[src/rtl/icc_monitor_seq.sv]
// Multi-rail supply current monitor.
// Round-robins the analog mux over NUM_CH rails, averages 2**AVG_LOG2 soft-ADC
// samples per rail, and scales each average to a saturated 0..99 mA value.
// Results are held per channel as two BCD digits and drive per-rail
// over-current alarms with hysteresis plus a one-cycle standby request pulse.
module icc_monitor_seq #(
    parameter int NUM_CH     = 2,
    parameter int DATA_W     = 8,
    parameter int AVG_LOG2   = 2,
    parameter int SETTLE     = 1,
    parameter int INVERT     = 1,
    parameter int SHIFT_A    = 3,
    parameter int SHIFT_B    = 4,
    parameter int OFFSET     = 1,
    parameter int ALARM_THR  = 40,
    parameter int ALARM_HYST = 5,
    localparam int CH_W      = (NUM_CH > 1) ? $clog2(NUM_CH) : 1
) (
    input  logic              clk_in,
    input  logic              rstn,
    input  logic              sample_rdy,
    input  logic [DATA_W-1:0] adc_data,
    output logic [CH_W-1:0]   mux_sel,
    input  logic [CH_W-1:0]   disp_ch,
    output logic              disp_valid,
    output logic [3:0]        disp_tens,
    output logic [3:0]        disp_ones,
    output logic              disp_ovf,
    output logic [NUM_CH-1:0] alarm,
    output logic              stdby_req
);

    localparam int ACC_W = DATA_W + AVG_LOG2;
    localparam int SW    = DATA_W + 1;
    localparam int VW    = (SW > 7) ? SW : 7;
    localparam int NSMP  = 1 << AVG_LOG2;
    localparam int SMP_W = AVG_LOG2 + 1;
    localparam int SC_W  = $clog2(SETTLE + 2);

    typedef enum logic [2:0] {
        S_SETTLE  = 3'd0,
        S_ACCUM   = 3'd1,
        S_CONVERT = 3'd2,
        S_BCD     = 3'd3,
        S_STORE   = 3'd4
    } state_t;

    // Average -> optional inversion -> two-term shift scale -> offset with
    // clamp at zero -> saturate at 99. Returns {ovf, value[6:0]}.
    function automatic logic [7:0] convert(input logic [ACC_W-1:0] acc);
        logic [DATA_W-1:0] avg;
        logic [DATA_W-1:0] conv;
        logic [SW-1:0]     s;
        logic [VW-1:0]     sx;
        logic [VW-1:0]     v;
        avg  = DATA_W'(acc >> AVG_LOG2);
        conv = (INVERT != 0) ? ~avg : avg;
        s    = SW'(conv >> SHIFT_A) + SW'(conv >> SHIFT_B);
        sx   = VW'(s);
        if (sx < VW'(OFFSET)) v = '0;
        else                  v = sx - VW'(OFFSET);
        if (v > VW'(99)) return {1'b1, 7'd99};
        return {1'b0, v[6:0]};
    endfunction

    state_t               state_q;
    logic [CH_W-1:0]      ch_q;
    logic [SC_W-1:0]      settle_cnt_q;
    logic [SMP_W-1:0]     smp_cnt_q;
    logic [ACC_W-1:0]     acc_q;
    logic [6:0]           rem_q;
    logic [6:0]           vsat_q;
    logic [3:0]           tens_q;
    logic                 ovf_q;
    logic [7:0]           conv_res;

    logic [NUM_CH-1:0][3:0] res_tens_q, res_tens_d;
    logic [NUM_CH-1:0][3:0] res_ones_q, res_ones_d;
    logic [NUM_CH-1:0]      res_ovf_q,  res_ovf_d;
    logic [NUM_CH-1:0]      res_vld_q,  res_vld_d;
    logic [NUM_CH-1:0]      alarm_q,    alarm_d;
    logic                   stdby_q,    stdby_d;

    logic       disp_valid_q, disp_valid_d;
    logic [3:0] disp_tens_q,  disp_tens_d;
    logic [3:0] disp_ones_q,  disp_ones_d;
    logic       disp_ovf_q,   disp_ovf_d;

    assign conv_res = convert(acc_q);

    // Acquisition/conversion sequencer: settle, accumulate, scale, BCD split, store.
    always_ff @(posedge clk_in or negedge rstn) begin
        if (!rstn) begin
            state_q      <= S_SETTLE;
            ch_q         <= '0;
            settle_cnt_q <= '0;
            smp_cnt_q    <= '0;
            acc_q        <= '0;
            rem_q        <= '0;
            vsat_q       <= '0;
            tens_q       <= '0;
            ovf_q        <= 1'b0;
        end else begin
            case (state_q)
                S_SETTLE: begin
                    if (SETTLE == 0) begin
                        state_q <= S_ACCUM;
                    end else if (sample_rdy) begin
                        if (int'(settle_cnt_q) >= SETTLE - 1) begin
                            settle_cnt_q <= '0;
                            state_q      <= S_ACCUM;
                        end else begin
                            settle_cnt_q <= settle_cnt_q + SC_W'(1);
                        end
                    end
                end
                S_ACCUM: begin
                    if (sample_rdy) begin
                        acc_q <= acc_q + ACC_W'(adc_data);
                        if (int'(smp_cnt_q) == NSMP - 1) begin
                            smp_cnt_q <= '0;
                            state_q   <= S_CONVERT;
                        end else begin
                            smp_cnt_q <= smp_cnt_q + SMP_W'(1);
                        end
                    end
                end
                S_CONVERT: begin
                    ovf_q   <= conv_res[7];
                    rem_q   <= conv_res[6:0];
                    vsat_q  <= conv_res[6:0];
                    tens_q  <= '0;
                    state_q <= S_BCD;
                end
                S_BCD: begin
                    // Repeated subtraction: one tens digit per cycle.
                    if (rem_q >= 7'd10) begin
                        rem_q  <= rem_q - 7'd10;
                        tens_q <= tens_q + 4'd1;
                    end else begin
                        state_q <= S_STORE;
                    end
                end
                S_STORE: begin
                    acc_q   <= '0;
                    ch_q    <= (int'(ch_q) == NUM_CH - 1) ? '0 : ch_q + CH_W'(1);
                    state_q <= (SETTLE == 0) ? S_ACCUM : S_SETTLE;
                end
                default: state_q <= S_SETTLE;
            endcase
        end
    end

    // Next per-channel results and alarms; only a STORE cycle changes them.
    always_comb begin
        res_tens_d = res_tens_q;
        res_ones_d = res_ones_q;
        res_ovf_d  = res_ovf_q;
        res_vld_d  = res_vld_q;
        alarm_d    = alarm_q;
        if (state_q == S_STORE) begin
            res_tens_d[ch_q] = tens_q;
            res_ones_d[ch_q] = rem_q[3:0];
            res_ovf_d[ch_q]  = ovf_q;
            res_vld_d[ch_q]  = 1'b1;
            if (int'(vsat_q) >= ALARM_THR)
                alarm_d[ch_q] = 1'b1;
            else if (int'(vsat_q) < ALARM_THR - ALARM_HYST)
                alarm_d[ch_q] = 1'b0;
        end
        stdby_d = |(alarm_d & ~alarm_q);
    end

    // Hold per-channel results, alarm flags and the standby pulse.
    always_ff @(posedge clk_in or negedge rstn) begin
        if (!rstn) begin
            res_tens_q <= '0;
            res_ones_q <= '0;
            res_ovf_q  <= '0;
            res_vld_q  <= '0;
            alarm_q    <= '0;
            stdby_q    <= 1'b0;
        end else begin
            res_tens_q <= res_tens_d;
            res_ones_q <= res_ones_d;
            res_ovf_q  <= res_ovf_d;
            res_vld_q  <= res_vld_d;
            alarm_q    <= alarm_d;
            stdby_q    <= stdby_d;
        end
    end

    // Display select reads the next-state results so a store and a disp_ch
    // change landing together both show up on the following cycle.
    always_comb begin
        disp_valid_d = 1'b0;
        disp_ovf_d   = 1'b0;
        disp_tens_d  = '0;
        disp_ones_d  = '0;
        if (int'(disp_ch) < NUM_CH) begin
            disp_valid_d = res_vld_d[disp_ch];
            disp_ovf_d   = res_ovf_d[disp_ch];
            disp_tens_d  = res_tens_d[disp_ch];
            disp_ones_d  = res_ones_d[disp_ch];
        end
    end

    // Registered display outputs.
    always_ff @(posedge clk_in or negedge rstn) begin
        if (!rstn) begin
            disp_valid_q <= 1'b0;
            disp_ovf_q   <= 1'b0;
            disp_tens_q  <= '0;
            disp_ones_q  <= '0;
        end else begin
            disp_valid_q <= disp_valid_d;
            disp_ovf_q   <= disp_ovf_d;
            disp_tens_q  <= disp_tens_d;
            disp_ones_q  <= disp_ones_d;
        end
    end

    assign mux_sel    = ch_q;
    assign disp_valid = disp_valid_q;
    assign disp_ovf   = disp_ovf_q;
    assign disp_tens  = disp_tens_q;
    assign disp_ones  = disp_ones_q;
    assign alarm      = alarm_q;
    assign stdby_req  = stdby_q;

endmodule

[config.mk]
export PLATFORM = sky130hd
export DESIGN_NAME = icc_monitor_seq
export DESIGN_NICKNAME = d
export VERILOG_FILES = /design/src/rtl/icc_monitor_seq.sv
export SDC_FILE = /design/constraint.sdc
export NUM_CORES = 1
export LEC_CHECK = 0
export BUFFER_PORTS_ARGS = -buffer_cell sky130_fd_sc_hd__clkbuf_2
export CORE_AREA = 2 2 94 96
export DETAILED_ROUTE_END_ITERATION = 12
export DIE_AREA = 0 0 96 98
export GPL_ROUTABILITY_DRIVEN = 0
export PLACE_DENSITY = 0.73
export SYNTH_ARGS = -nofsm -noshare
export SYNTH_HDL_FRONTEND = slang
export SYNTH_SLANG_ARGS = --single-unit
[constraint.sdc]
create_clock -name clk_in -period 2.4 [get_ports clk_in]
set_input_delay 0.24 -clock clk_in [delete_from_list [all_inputs] [get_ports clk_in]]
set_output_delay 0.24 -clock clk_in [all_outputs]
set_load 0.03 [all_outputs]
* After elaboration in Yosys (flattened, before gate mapping)
Index checks and enable logic that the tools add are counted.
Cells by class: add/sub/neg operators 7, $lt $le $gt $ge 8, equality and inequality tests 10, mux-type cells 39, bitwise logic cells 7, reductions and logical operators 9
Operators by type and width (count):
- $mux W8 | 4
- $mux W4 | 6
- $pmux W10 S2 | 1
- $bwmux W8 | 2
- $mux W3 | 5
- $pmux W7 S2 | 1
- $pmux W3 S4 | 1
- $add A10 B8 Y10 | 1
- $mux W10 | 1
- $mux W2 | 5
- $ne A2 B2 Y1 const B | 5
- $gt A9 B7 Y1 const B | 1
- $mux W9 | 1
- $not A8 Y8 | 1
- $pmux W4 S2 | 1
- $ge A7 B4 Y1 const B | 1
- $ge A7 B6 Y1 const B | 1
- $lt A7 B6 Y1 const B | 1
- $mux W1 | 7
- $mux W7 | 1
- $sub A6 B1 Y7 const B | 1
- $sub A7 B4 Y7 const B | 1
- $add A5 B4 Y6 | 1
- $eq A3 B2 Y1 const B | 2
- other kinds (20) | 28
Storage, ports and cells: register bits 69, input port bits 12, output and inout bits 14, word-level logic and storage cells 100

* Depth between registers and ports, before layout
depth in word-level cells 11, depth in mapped cells 9, mapped depth without buffers 9

* Least setup slack after synthesis
No wires, ideal clock.
path kind flip-flop to flip-flop, from register acc_q[6], to register rem_q[6], library setup time 0.082 ns, data arrival time 2.167 ns, data required time 2.318 ns, setup slack 0.151 ns, cell stages (with the launch flop) 10, path buffers 0, period minus slack after synthesis 2.249 ns, cells stage by stage dfrtp_1 inv_1 ha_1 fa_1 a21o_1 a21oi_2 xnor2_2 nand4_2 or3_4 a22oi_2
Between the ends: cells in the longest elaborated chain, start to end 8, elaborated cells on any way between the ends 9, those cells by class add/sub: 2; order compare: 2; mux: 4; bitwise: 1
RTL lines:
- start: declaration | RTL line 70 | logic [ACC_W-1:0] acc_q;
- start signal: assignment | RTL line 119 | acc_q <= acc_q + ACC_W'(adc_data);
- $not A8 Y8 * | RTL line 57 | conv = (INVERT != 0) ? ~avg : avg;
- $add A5 B4 Y6 * | RTL line 58 | s = SW'(conv >> SHIFT_A) + SW'(conv >> SHIFT_B);
- $sub A6 B1 Y7 / $lt A6 B1 Y1 (equally long branches) | RTL line 61, 60
- $mux W9 * | RTL line 60 | if (sx < VW'(OFFSET)) v = '0;
- $gt A9 B7 Y1 | RTL line 62 | if (v > VW'(99)) return {1'b1, 7'd99};
- $mux W1 | RTL line 62
- $mux W8 * | RTL line 63 | return {1'b0, v[6:0]};
- $pmux W7 S2 * | RTL line 104 | case (state_q)
- end signal: assignment | RTL line 130 | rem_q <= conv_res[6:0];
- end signal: assignment | RTL line 138 | rem_q <= rem_q - 7'd10;
- end: declaration | RTL line 71 | logic [6:0] rem_q;
Mark *: on every way between the ends. The rest lies on a longest branch, timed or not. A chain may end at the register's enable or synchronous reset.

* Worst setup path after layout
from register acc_q[5], to register rem_q[6]
The elaborated chain is that of the path after synthesis.

==> impl_metrics.toml <==
[status]
status = "completed"

[power]
finalPower_mw = 5.905
p_per_area_nw_per_um2 = 1405
leakagePower_nw = 2.022
irDropWorstVdd_v = 0.0006596

[sta]
finalHoldViolCount = 0
clock_skew_ps = 12.89
fmax_mhz = 435.7
whs_ps = 178.0
fin_crit_ps = 2295
setup_slack_ps = 104.8
finalCritPeriodShare_pct = 95.63
finalSetupViolCount = 0
slew_violations = 0
slew_headroom_pct = 59.73
worst_pin_slew_ps = 604.0
rsz0062_at_grt = "yes"

[grt]
globalRouteMet3Util_pct = 5.247
gr-usage-all-layers_pct = 17.68
met2_usage_pct = 26.76
grtUsageMet1_pct = 24.15
grt_pass1_wl_um = 13100
antenna_found_initial = 0
grt_max_degree = 45
overflow = 0
top_usage_layer = "met2"
grt_pass1_vias = 2751

[run]
cap_viol_max_count = 0

[logic_synthesis]
ys_types = 59
synth_nets = 390
synth_edf_count = 0
synth_warnings = 0
avgSynthCellArea_sq_um = 10.18
netlist_instances = 359
ys_async_sr_fraction_pct = 100.0
synth-seq-area-share_pct = 47.24
synth_seq_cells = 69
ys.flop_type = "dfrtp_1"
synth.cell_area_sq_um = 3655

[route]
drtPass1Iterations = 4
postRouteAntennaNets = 0
wl_per_cell_um = 14.80
drt_wl_total_um = 7550
drtIter0Drc = 200
drc_errors = 0
vias = 2773
routed_via_density = 5.437

[critical_path]
worstPathCellList = "inv_1, ha_1, fa_2, a21o_1, a21oi_2, xnor2_2, nand4_2, or3_4, a22oi_2"
cp_top_family = "adder cells"
cp-end-kind = "flip-flop"
cp.required_ps = 2680
max_stage_delay_ps = 370
r2r_setup_slack_ps = 100
worst-path-stages = 9
reg2reg_to = "rem_q[6]"
cp.arrival_ps = 2570
critPathBufInv = 1
reg2reg_depth = 9
critPathMaxFanout = 6
endpoint = "rem_q[6]"
startpoint_type = "flip-flop"
path_class = "reg -> reg"
crit_path_top_delay_cell = "or3_4"
cp-startpoint = "acc_q[5]"
r2r-start = "acc_q[5]"

[clock_tree]
cts_buffer_depth = 2
clk_pin_slew_ps = 80
cts_tree = "yes"
clock_sinks = 69
h-tree-depth = 3
cts_root_buffer = "clkbuf_8"
worstSkewPairLatency_ps = 360
cts_buffers = 9

[floorplan]
die_h_um = 98
num_rows = 34
coreArea_sq_um = 8466
die_w_um = 96
die_area_sq_um = 9408
io_pins = 26
start_util_pct = 43.17

[finish]
drive_above_1_share_pct = 22.14
final_common_cell = "dfrtp_1"
antenna_cells = 0
nets = 428
layoutNonFillerInstCount = 510
area_growth_pct = 14.99
layout_common_cells = "dfrtp_1, nand2_1, nor2_1"

[place]
portBuffers = 25
place_ws_ps = 29.13
post-place-cells = 489
hpwl_um = 5270

[worst_hold_path]
hp-class = "in -> reg"
kinds of logic (layout without fill, tap and decap cells):
| kind of cell | count (synthesis) | after routing | share of synthesized area, % |
|---|---|---|---|
| and+or+nand+nor | 105 | 105 | 13.73 |
| AOI/OAI and AO/OA | 99 | 99 | 18.93 |
| DFF | 69 | 69 | 47.24 |
| buffers and inverters | 36 | 79 | 3.834 |
| adders and majority gates | 19 | 19 | 6.915 |
| muxes | 18 | 18 | 5.512 |
| xor gates and xnor gates | 13 | 13 | 3.834 |
final cells by class:
cell class,count,area [sq um]
clock buffer,9,123.9
multi-input combinational,254,1798
tap,108,135.1
inverter,23,86.33
timing repair buffer,40,252.7
fill,768,4263
clock inverter,7,80.08
sequential,69,1727
cells in the mapped netlist (all sizes together), types with 4 or more instances:
| library cell | n | area (sq um) |
|---|---|---|
| clkbuf | 10 | 38.78 |
| dfrtp | 69 | 1727 |
| nand2 | 35 | 131.4 |
| a22o | 8 | 70.07 |
| a21o | 5 | 37.54 |
| nor2b | 6 | 37.54 |
| mux2 | 17 | 191.4 |
| o22ai | 13 | 81.33 |
| or3 | 4 | 30.03 |
| xor2 | 5 | 62.56 |
| nand3 | 7 | 35.03 |
| o21ai | 19 | 95.09 |
| inv | 23 | 86.33 |
| or2 | 4 | 25.03 |
| nand2b | 5 | 31.28 |
| ha | 17 | 212.7 |
| a21oi | 25 | 151.4 |
| nor2 | 32 | 120.1 |
| o211ai | 4 | 30.03 |
| xnor2 | 8 | 77.58 |
timing repair:
| item | 4_1_cts | 5_1_grt |
|---|---|---|
| pin swaps | 2 | 4 |
| gates cloned | 0 | 0 |
| gates resized for setup | 0 | 4 |
| hold endpoints to repair | 25 | 0 |
| setup endpoints to repair | 1 | 10 |
| hold buffers | 1 | 0 |
| setup buffers | 2 | 2 |
how the worst min path moves through the flow:
stage	startpoint	to	slack [ps]	depth (start not counted)
final	sample_rdy	state_q[0]	180	2
after global routing	sample_rdy	state_q[0]	190	2
after CTS	sample_rdy	state_q[0]	160	2
after detailed placement	rstn	res_ones_q[4]	280	1
after global placement	rstn	stdby_req	280	1
after floorplan	rstn	acc_q[0]	-60	0
routing by layer:
metal	part of all wire (%)	up-vias	wire, um
met1	45	1364	3434
li1	-	1341	-
met2	48	62	3652
met3	5.1	6	388
met4	0.99	0	75
met5	0	-	0
sequential cells by signal, summed over array words and instances (netlist names), 3 cells and up:
name / count
state_q: 3
rem_q: 7
acc_q: 10
res_tens_q: 8
vsat_q: 7
smp_cnt_q: 3
disp_ones: 4
tens_q: 4
disp_tens: 4
res_ones_q: 8
per-stage QoR:
step	cell area, sq um	util, %	setup TNS, ps
5_1_grt	4203	49.65	-21.68
3_5_place_dp	3949	46.64	0
2_1_floorplan	3655	-	0
3_3_place_gp	3949	46.64	0
6_report	4203	49.65	0
4_1_cts	4178	49.35	0
report_power, final:
part	internal (mW)	total (mW)	switching, mW
Combinational	1.29	2.91	1.62
Sequential	1.61	2.01	0.399
Clock	0.492	0.981	0.489
No activity file was read; power rests on OpenSTA's default activity.
